`src/rtl/mtm_alu_host.sv`:
```
// mtm_alu_host: host-side initiator for the mtm_Alu serial protocol.
// Frames {B, A, OP, CRC4} onto alu_sin, then decodes the alu_sout reply.
// Ports: clk, rst_n (sync, active low)
//   cmd_valid/cmd_ready, cmd_a, cmd_b, cmd_op, cmd_bad_crc : command side
//   alu_sin (to ALU sin), alu_sout (from ALU sout)             : serial side
//   rsp_valid, rsp_c, rsp_flags, rsp_err, rsp_err_flags,
//   rsp_frame_err, rsp_timeout                                 : response side
module mtm_alu_host #(
   parameter int TIMEOUT_CYCLES = 1024
) (
   input  logic        clk,
   input  logic        rst_n,
   input  logic        cmd_valid,
   output logic        cmd_ready,
   input  logic [31:0] cmd_a,
   input  logic [31:0] cmd_b,
   input  logic [2:0]  cmd_op,
   input  logic        cmd_bad_crc,
   output logic        alu_sin,
   input  logic        alu_sout,
   output logic        rsp_valid,
   output logic [31:0] rsp_c,
   output logic [3:0]  rsp_flags,
   output logic        rsp_err,
   output logic [5:0]  rsp_err_flags,
   output logic        rsp_frame_err,
   output logic        rsp_timeout
);

   typedef enum logic [2:0] {
      S_IDLE, S_TX, S_WAIT, S_RX, S_DONE
   } state_t;

   localparam logic [31:0] LP_TO_LAST = 32'(TIMEOUT_CYCLES - 1);

   function automatic logic [3:0] f_crc4(input logic [67:0] d);
      logic [3:0] c;
      logic       fb;
      c = 4'b0000;
      for (int i = 67; i >= 0; i--) begin
         fb = c[3] ^ d[i];
         c  = {c[2:0], 1'b0} ^ ({4{fb}} & 4'b0011);
      end
      return c;
   endfunction

   function automatic logic [2:0] f_crc3(input logic [36:0] d);
      logic [2:0] c;
      logic       fb;
      c = 3'b000;
      for (int i = 36; i >= 0; i--) begin
         fb = c[2] ^ d[i];
         c  = {c[1:0], 1'b0} ^ ({3{fb}} & 3'b011);
      end
      return c;
   endfunction

   function automatic logic [10:0] f_frame(input logic t, input logic [7:0] d);
      return {1'b0, t, d, 1'b1};
   endfunction

   state_t      r_state;
   logic        r_sin;
   logic        r_ready;
   logic [98:0] r_tx;
   logic [6:0]  r_cnt;
   logic [31:0] r_to;
   logic        r_hunt;
   logic [3:0]  r_bit;
   logic [2:0]  r_fidx;
   logic [8:0]  r_sh;
   logic [31:0] r_acc;
   logic        r_vld;
   logic [31:0] r_c;
   logic [3:0]  r_flags;
   logic        r_err;
   logic [5:0]  r_eflags;
   logic        r_ferr;
   logic        r_tout;

   logic [3:0]  w_crc4;
   logic [98:0] w_pkt;
   logic        w_type;
   logic [7:0]  w_byte;
   logic [2:0]  w_crc3;
   logic        w_to;
   logic        w_stop;
   logic        w_done;
   logic [31:0] w_c;
   logic [3:0]  w_flags;
   logic        w_err;
   logic [5:0]  w_eflags;
   logic        w_ferr;
   logic        w_tout;

   assign w_crc4 = f_crc4({cmd_b, cmd_a, 1'b1, cmd_op}) ^ {4{cmd_bad_crc}};
   assign w_pkt  = {f_frame(1'b0, cmd_b[31:24]), f_frame(1'b0, cmd_b[23:16]),
                    f_frame(1'b0, cmd_b[15:8]),  f_frame(1'b0, cmd_b[7:0]),
                    f_frame(1'b0, cmd_a[31:24]), f_frame(1'b0, cmd_a[23:16]),
                    f_frame(1'b0, cmd_a[15:8]),  f_frame(1'b0, cmd_a[7:0]),
                    f_frame(1'b1, {1'b0, cmd_op, w_crc4})};

   // r_sh holds {type, d7..d0} once the stop bit is on alu_sout
   assign w_type = r_sh[8];
   assign w_byte = r_sh[7:0];
   assign w_crc3 = f_crc3({r_acc, 1'b0, w_byte[6:3]});
   assign w_to   = (r_to >= LP_TO_LAST);
   assign w_stop = (r_state == S_RX) && !r_hunt && (r_bit == 4'd9);

   always_comb begin
      w_done   = 1'b0;
      w_c      = r_acc;
      w_flags  = 4'b0000;
      w_err    = 1'b0;
      w_eflags = 6'b000000;
      w_ferr   = 1'b0;
      w_tout   = 1'b0;
      if (w_stop) begin
         if (!alu_sout) begin
            w_done = 1'b1;
            w_ferr = 1'b1;
         end else if ((r_fidx == 3'd0) && w_type) begin
            w_done   = 1'b1;
            w_c      = 32'h0;
            w_err    = 1'b1;
            w_eflags = w_byte[6:1];
            w_ferr   = (w_byte[0] != ^w_byte[7:1]) | !w_byte[7];
         end else if ((r_fidx == 3'd4) && w_type) begin
            w_done  = 1'b1;
            w_flags = w_byte[6:3];
            w_ferr  = (w_crc3 != w_byte[2:0]) | w_byte[7];
         end else if ((r_fidx == 3'd4) || w_type) begin
            w_done = 1'b1;
            w_ferr = 1'b1;
         end
      end
      // a response finishing on the last allowed cycle still counts
      if (!w_done && w_to &&
          ((r_state == S_WAIT) || (r_state == S_RX))) begin
         w_done = 1'b1;
         w_c    = 32'h0;
         w_tout = 1'b1;
      end
   end

   always_ff @(posedge clk) begin
      if (!rst_n) begin
         r_state  <= S_IDLE;
         r_sin    <= 1'b1;
         r_ready  <= 1'b1;
         r_tx     <= '0;
         r_cnt    <= 7'd0;
         r_to     <= 32'd0;
         r_hunt   <= 1'b0;
         r_bit    <= 4'd0;
         r_fidx   <= 3'd0;
         r_sh     <= 9'd0;
         r_acc    <= 32'h0;
         r_vld    <= 1'b0;
         r_c      <= 32'h0;
         r_flags  <= 4'b0000;
         r_err    <= 1'b0;
         r_eflags <= 6'b000000;
         r_ferr   <= 1'b0;
         r_tout   <= 1'b0;
      end else begin
         r_vld <= 1'b0;
         if ((r_state == S_WAIT) || (r_state == S_RX))
            r_to <= r_to + 32'd1;
         if (w_done) begin
            r_state  <= S_DONE;
            r_vld    <= 1'b1;
            r_c      <= w_c;
            r_flags  <= w_flags;
            r_err    <= w_err;
            r_eflags <= w_eflags;
            r_ferr   <= w_ferr;
            r_tout   <= w_tout;
         end else begin
            unique case (r_state)
               S_IDLE: if (cmd_valid) begin
                  r_ready <= 1'b0;
                  r_sin   <= w_pkt[98];
                  r_tx    <= {w_pkt[97:0], 1'b1};
                  r_cnt   <= 7'd1;
                  r_state <= S_TX;
               end
               S_TX: if (r_cnt == 7'd99) begin
                  r_sin   <= 1'b1;
                  r_to    <= 32'd1;
                  r_state <= S_WAIT;
               end else begin
                  r_sin <= r_tx[98];
                  r_tx  <= {r_tx[97:0], 1'b1};
                  r_cnt <= r_cnt + 7'd1;
               end
               S_WAIT: if (!alu_sout) begin
                  r_state <= S_RX;
                  r_hunt  <= 1'b0;
                  r_bit   <= 4'd0;
                  r_fidx  <= 3'd0;
                  r_acc   <= 32'h0;
               end
               S_RX: if (r_hunt) begin
                  if (!alu_sout) begin
                     r_hunt <= 1'b0;
                     r_bit  <= 4'd0;
                  end
               end else if (w_stop) begin
                  // only a good data frame gets here
                  r_acc  <= {r_acc[23:0], w_byte};
                  r_fidx <= r_fidx + 3'd1;
                  r_hunt <= 1'b1;
               end else begin
                  r_sh  <= {r_sh[7:0], alu_sout};
                  r_bit <= r_bit + 4'd1;
               end
               S_DONE: begin
                  r_ready <= 1'b1;
                  r_state <= S_IDLE;
               end
               default: r_state <= S_IDLE;
            endcase
         end
      end
   end

   assign cmd_ready     = r_ready;
   assign alu_sin       = r_sin;
   assign rsp_valid     = r_vld;
   assign rsp_c         = r_c;
   assign rsp_flags     = r_flags;
   assign rsp_err       = r_err;
   assign rsp_err_flags = r_eflags;
   assign rsp_frame_err = r_ferr;
   assign rsp_timeout   = r_tout;

endmodule
```
`config.mk`:
```
export PLATFORM = sky130hd
export DESIGN_NAME = mtm_alu_host
export DESIGN_NICKNAME = d
export VERILOG_FILES = /design/src/rtl/mtm_alu_host.sv
export SDC_FILE = /design/constraint.sdc
export NUM_CORES = 1
export LEC_CHECK = 0
export ABC_AREA = 1
export CORE_UTILIZATION = 30
export CTS_CLUSTER_SIZE = 14
export DETAILED_ROUTE_END_ITERATION = 16
export DONT_BUFFER_PORTS = 1
export GPL_TIMING_DRIVEN = 0
export SKIP_CTS_REPAIR_TIMING = 1
export SLEW_MARGIN = 25
export SYNTH_ARGS = -nofsm -noshare
export SYNTH_HDL_FRONTEND = slang
export SYNTH_SLANG_ARGS = --single-unit
```
`constraint.sdc`:
```
create_clock -name clk -period 5.5 [get_ports clk]
set_clock_uncertainty 0.05 [all_clocks]
set_input_delay 0.825 -clock clk [delete_from_list [all_inputs] [get_ports clk]]
set_output_delay 0.825 -clock clk [all_outputs]
set_load 0.02 [all_outputs]
```
==> tab_implementation.tex <==
\begin{tabular}{lr}
\hline
Metric & Value \\
\hline
\multicolumn{2}{l}{\textbf{CTS}} \\
\quad Total CTS buffers & 27 \\
\quad Clock-pin transition on the worst setup and hold timing paths & 0.06 ns \\
\quad Clock root buffer master & sky130\_fd\_sc\_hd\_\_clkbuf\_16 \\
\quad Sinks on the clock net & 238 \\
\quad Max Buffers Root-to-Sink & 3 \\
\quad Clock tree from TritonCTS & done \\
\quad Latest clock arrival within the worst-skew pair & 0.54 ns \\
\quad H-tree depth & 1 \\
\multicolumn{2}{l}{\textbf{Critical path}} \\
\quad Maximum fanout along the worst path & 6 \\
\quad Critical Path Max Stage Delay & 0.14 ns \\
\quad Type of origin of the critical path & input pin \\
\quad WP buf/inv & 5 \\
\quad Critical setup path kind & in2reg \\
\quad Worst EP required & 5.85 ns \\
\quad Depth of the worst register-to-register path & 25 \\
\quad Cell type group with the largest total delay on the critical path & simple AND/OR/NAND/NOR gates \\
\quad Arrival time at the worst endpoint & 6.48 ns \\
\quad Slowest stage cell, crit path & sky130\_fd\_sc\_hd\_\_nand2\_4 \\
\quad Critical path's most frequent cell & sky130\_fd\_sc\_hd\_\_nand2\_4 \\
\quad Register-to-Register Setup Slack & 0.24 ns \\
\quad Reg2reg end & rsp\_frame\_err\$\_SDFFE\_PN0N\_ \\
\quad Capturing element type of the critical path & flop \\
\quad Reg-to-Reg Start & r\_acc[29]\$\_SDFFE\_PN0P\_ \\
\multicolumn{2}{l}{\textbf{Synth}} \\
\quad Post-Syn Instances & 1943 \\
\quad Post-synthesis net count & 2021 \\
\quad Simple-gate portion of the synthesized area & 30.3\% \\
\quad Total of flip-flops plus latches after synthesis & 238 \\
\quad Post-synth design cell area & 0.0131 sq mm \\
\quad Cell taking the most area after synthesis & sky130\_fd\_sc\_hd\_\_dfxtp\_1 \\
\quad Post-synthesis compound-gate area fraction & 17.3\% \\
\quad Synth cell types & 37 \\
\quad Largest family of logic cells by synthesized area & simple AND/OR/NAND/NOR gates \\
\quad Synthesized area divided by synthesized cell count & 6.73 sq um \\
\quad Share of Yosys cell area claimed by the top area cell type & 36.5\% \\
\quad Asr flop ratio synth & 0\% \\
\quad Main area contributors after synthesis & sky130\_fd\_sc\_hd\_\_dfxtp\_1, sky130\_fd\_sc\_hd\_\_nand2\_1, sky130\_fd\_sc\_hd\_\_o21ai\_0 \\
\quad Dominant synthesized flop cell & sky130\_fd\_sc\_hd\_\_dfxtp\_1 \\
\quad Fraction of the mapped netlist area in adder cells & 0.574\% \\
\quad Parity-gate share of the synthesized area counting xor and xnor cells & 6.57\% \\
\quad Mux cell area share after synthesis & 0\% \\
\quad Number of warnings reported in the yosys synthesis log & 0 \\
\quad EDFF count, synth & 0 \\
\quad Register area share after synthesis & 36.5\% \\
\multicolumn{2}{l}{\textbf{Drt}} \\
\quad Initial DRT Pass Iterations & 5 \\
\quad Detailed-route DRC error count & 0 \\
\quad Highest Signal Layer & met5 \\
\quad Count of nets left with antenna violations after detail routing & 0 \\
\quad Routed length on met2 & 19.0 mm \\
\quad Total via count in the routed design & 12800 \\
\quad Sum of met3 wire segment lengths after detailed routing & 1.93 mm \\
\quad Total Wirelength & 39.3 mm \\
\quad Wire length the detailed router placed on met1 & 17.2 mm \\
\quad Routed wirelength normalized by instance count & 15.2 um \\
\quad Post-detailed-route via-to-cell ratio & 4.95 \\
\quad Starting DRT DRC Count & 722 \\
\multicolumn{2}{l}{\textbf{STA}} \\
\quad Fraction of the cycle the final worst path needs & 111\% \\
\quad Number of pins exceeding their max-slew limit in the final report & 0 \\
\quad Total of endpoints with negative setup slack in the final report & 4 \\
\quad Final Hold Fails & 0 \\
\quad Max-Slew Margin vs Limit & 33.7\% \\
\quad Setup Total Neg Slack & -2.46 ns \\
\quad Unrepaired setup endpoints after global routing & yes \\
\quad Setup WS post-layout & -0.627 ns \\
\quad Fin crit period & 6.13 ns \\
\quad Maximum clock frequency & 163 MHz \\
\quad Tightest Pin Transition & 0.991 ns \\
\multicolumn{2}{l}{\textbf{Placement}} \\
\quad Routability cong. & 0.869 \\
\quad Detailed-placement wirelength estimate & 28.4 mm \\
\quad Port Buf Inserts & 0 \\
\multicolumn{2}{l}{\textbf{Cells and area}} \\
\quad Area growth, synth to finish & 32.3\% \\
\quad Share of layout cells above drive strength 1 & 26.0\% \\
\quad Net count, final & 2062 \\
\quad ANT cells & 0 \\
\quad Fillers & 4341 \\
\multicolumn{2}{l}{\textbf{Outcome}} \\
\quad Failing checks & negative setup slack \\
\quad Status & finished, violations left \\
\multicolumn{2}{l}{\textbf{Global route}} \\
\quad Global-route wire length before repair & 58.9 mm \\
\quad Maximum number of pins on one net before global-route repair & 14 \\
\quad Combined global-route utilization of all metal layers & 16.3\% \\
\quad Total grt overflow & 0 \\
\quad Initial antenna violation count & 1 \\
\quad Number of global-route vias before repair & 11800 \\
\multicolumn{2}{l}{\textbf{Worst hold path}} \\
\quad Worst hold endpoint & r\_tx[6]\$\_SDFFE\_PN0P\_ \\
\quad Hold path cells & 2 \\
\quad Hold wc startpoint & cmd\_op[0] \\
\quad Path type of the worst min-delay path & in2reg \\
\multicolumn{2}{l}{\textbf{Floorplanning}} \\
\quad Overall die height & 211 um \\
\quad Top Ports & 120 \\
\quad Initial cell density of the core & 30.4\% \\
\quad Die extent in x & 211 um \\
\quad Die area & 0.0444 sq mm \\
\quad Core Rows & 76 \\
\quad Total core area & 0.0430 sq mm \\
\multicolumn{2}{l}{\textbf{Job}} \\
\quad Max-capacitance violation count & 0 \\
\hline
\end{tabular}
[metal layers]
layer | global-route usage, % | up-vias
met1 | 20.7 | 6088
met5 | 0 | -
met4 | 5.72 | 2
li1 | - | 6414
met2 | 27.0 | 242
met3 | 3.43 | 67
[synth_stat cells (all sizes together), types with 3 or more instances]
cell type	instances
buf	6
nor3	20
nand4	8
ha	6
a211oi	39
nor4	9
a31oi	4
clkinv	3
clkbuf	68
nor3b	5
xor2	67
xnor2	31
nand3	170
o31ai	6
a21oi	156
o21ai	202
dfxtp	238
nor2	82
o22ai	5
or3	3
inv	228
nand2	576
[cell usage in the layout (no fill, tap or decap), types with 6 or more instances in the layout]
cell	Yosys	final
sky130_fd_sc_hd__inv_2	27	21
sky130_fd_sc_hd__nand3_1	156	79
sky130_fd_sc_hd__nand2_8	0	12
sky130_fd_sc_hd__nand3_2	14	47
sky130_fd_sc_hd__nand2_4	15	148
sky130_fd_sc_hd__nand2_2	69	130
sky130_fd_sc_hd__xnor2_1	31	17
sky130_fd_sc_hd__xor2_2	0	15
sky130_fd_sc_hd__nor3_1	20	20
sky130_fd_sc_hd__o21ai_0	202	201
sky130_fd_sc_hd__clkbuf_16	0	27
sky130_fd_sc_hd__xnor2_2	0	10
sky130_fd_sc_hd__o31ai_1	6	6
sky130_fd_sc_hd__dfxtp_1	238	235
sky130_fd_sc_hd__clkbuf_8	0	6
sky130_fd_sc_hd__clkbuf_1	68	73
sky130_fd_sc_hd__nor2_1	80	78
sky130_fd_sc_hd__buf_4	0	11
sky130_fd_sc_hd__ha_1	6	6
sky130_fd_sc_hd__nand3_4	0	44
sky130_fd_sc_hd__inv_4	0	14
sky130_fd_sc_hd__inv_1	201	189
sky130_fd_sc_hd__a21oi_1	155	154
sky130_fd_sc_hd__xor2_1	67	49
sky130_fd_sc_hd__nor4_1	9	9
sky130_fd_sc_hd__nand2_1	492	286
sky130_fd_sc_hd__nand4_1	8	8
sky130_fd_sc_hd__a211oi_1	39	39
[per-stage QoR]
stage / std cells / area [sq um] / setup WS, ns / utilization [%] / hold WS [ns]
3_5_place_dp: 2528 / 13800 / -1.18 / 32.2 / 0.398
6_report: 2589 / 17300 / -0.627 / 40.2 / 0.392
5_1_grt: 2589 / 17300 / -1.03 / 40.2 / 0.389
3_3_place_gp: 2528 / 13800 / -0.998 / 32.2 / 0.387
4_1_cts: 2577 / 14700 / -0.632 / 34.3 / 0.379
2_1_floorplan: 1943 / 13100 / -0.107 / - / 0.380
[how the worst max path moves through the flow]
stage	from	to	slack, ns	cells after the start
6_report	cmd_b[26]	r_tx[4]$_SDFFE_PN0P_	-0.63	68
2_1_floorplan	cmd_b[27]	r_tx[3]$_SDFFE_PN0P_	-0.11	67
5_1_grt	cmd_b[26]	r_tx[2]$_SDFFE_PN0P_	-1.03	64
3_5_place_dp	cmd_b[26]	r_tx[2]$_SDFFE_PN0P_	-1.18	64
3_3_place_gp	cmd_b[26]	r_tx[3]$_SDFFE_PN0P_	-1.0	63
4_1_cts	cmd_b[26]	r_tx[2]$_SDFFE_PN0P_	-0.63	64
[state kept, by name, summed over array words and instances, names as in the netlist]
register,flops
r_sh,9
r_state,3
r_tx,99
r_cnt,7
r_bit,4
r_to,32
rsp_frame_err,1
rsp_flags,4
cmd_ready,1
r_fidx,3
rsp_err_flags,6
r_acc,32
rsp_timeout,1
rsp_err,1
rsp_c,32
alu_sin,1
r_hunt,1
rsp_valid,1
[cell type report]
cell class	count	area [sq um]	share of cell area, %
multi-input combinational	1400	9570	55.3
sequential	238	4770	27.6
inverter	231	936	5.41
clock buffer	38	777	4.49
tap	585	732	4.23
buffer	74	280	1.62
clock inverter	11	139	0.803
timing repair buffer	12	93.8	0.543
[cells by family after synthesis]
| kind of cell | Yosys count |
|---|---|
| AOI/OAI and AO/OA | 421 |
| xor gates and xnor gates | 98 |
| adders and majority gates | 6 |
| buffers and inverters | 305 |
| DFF | 238 |
| and+or+nand+nor | 875 |
Power is left out: the tool's default activity adds up to more than one toggle a clock period on the data nets, which glitch-free logic cannot reach.
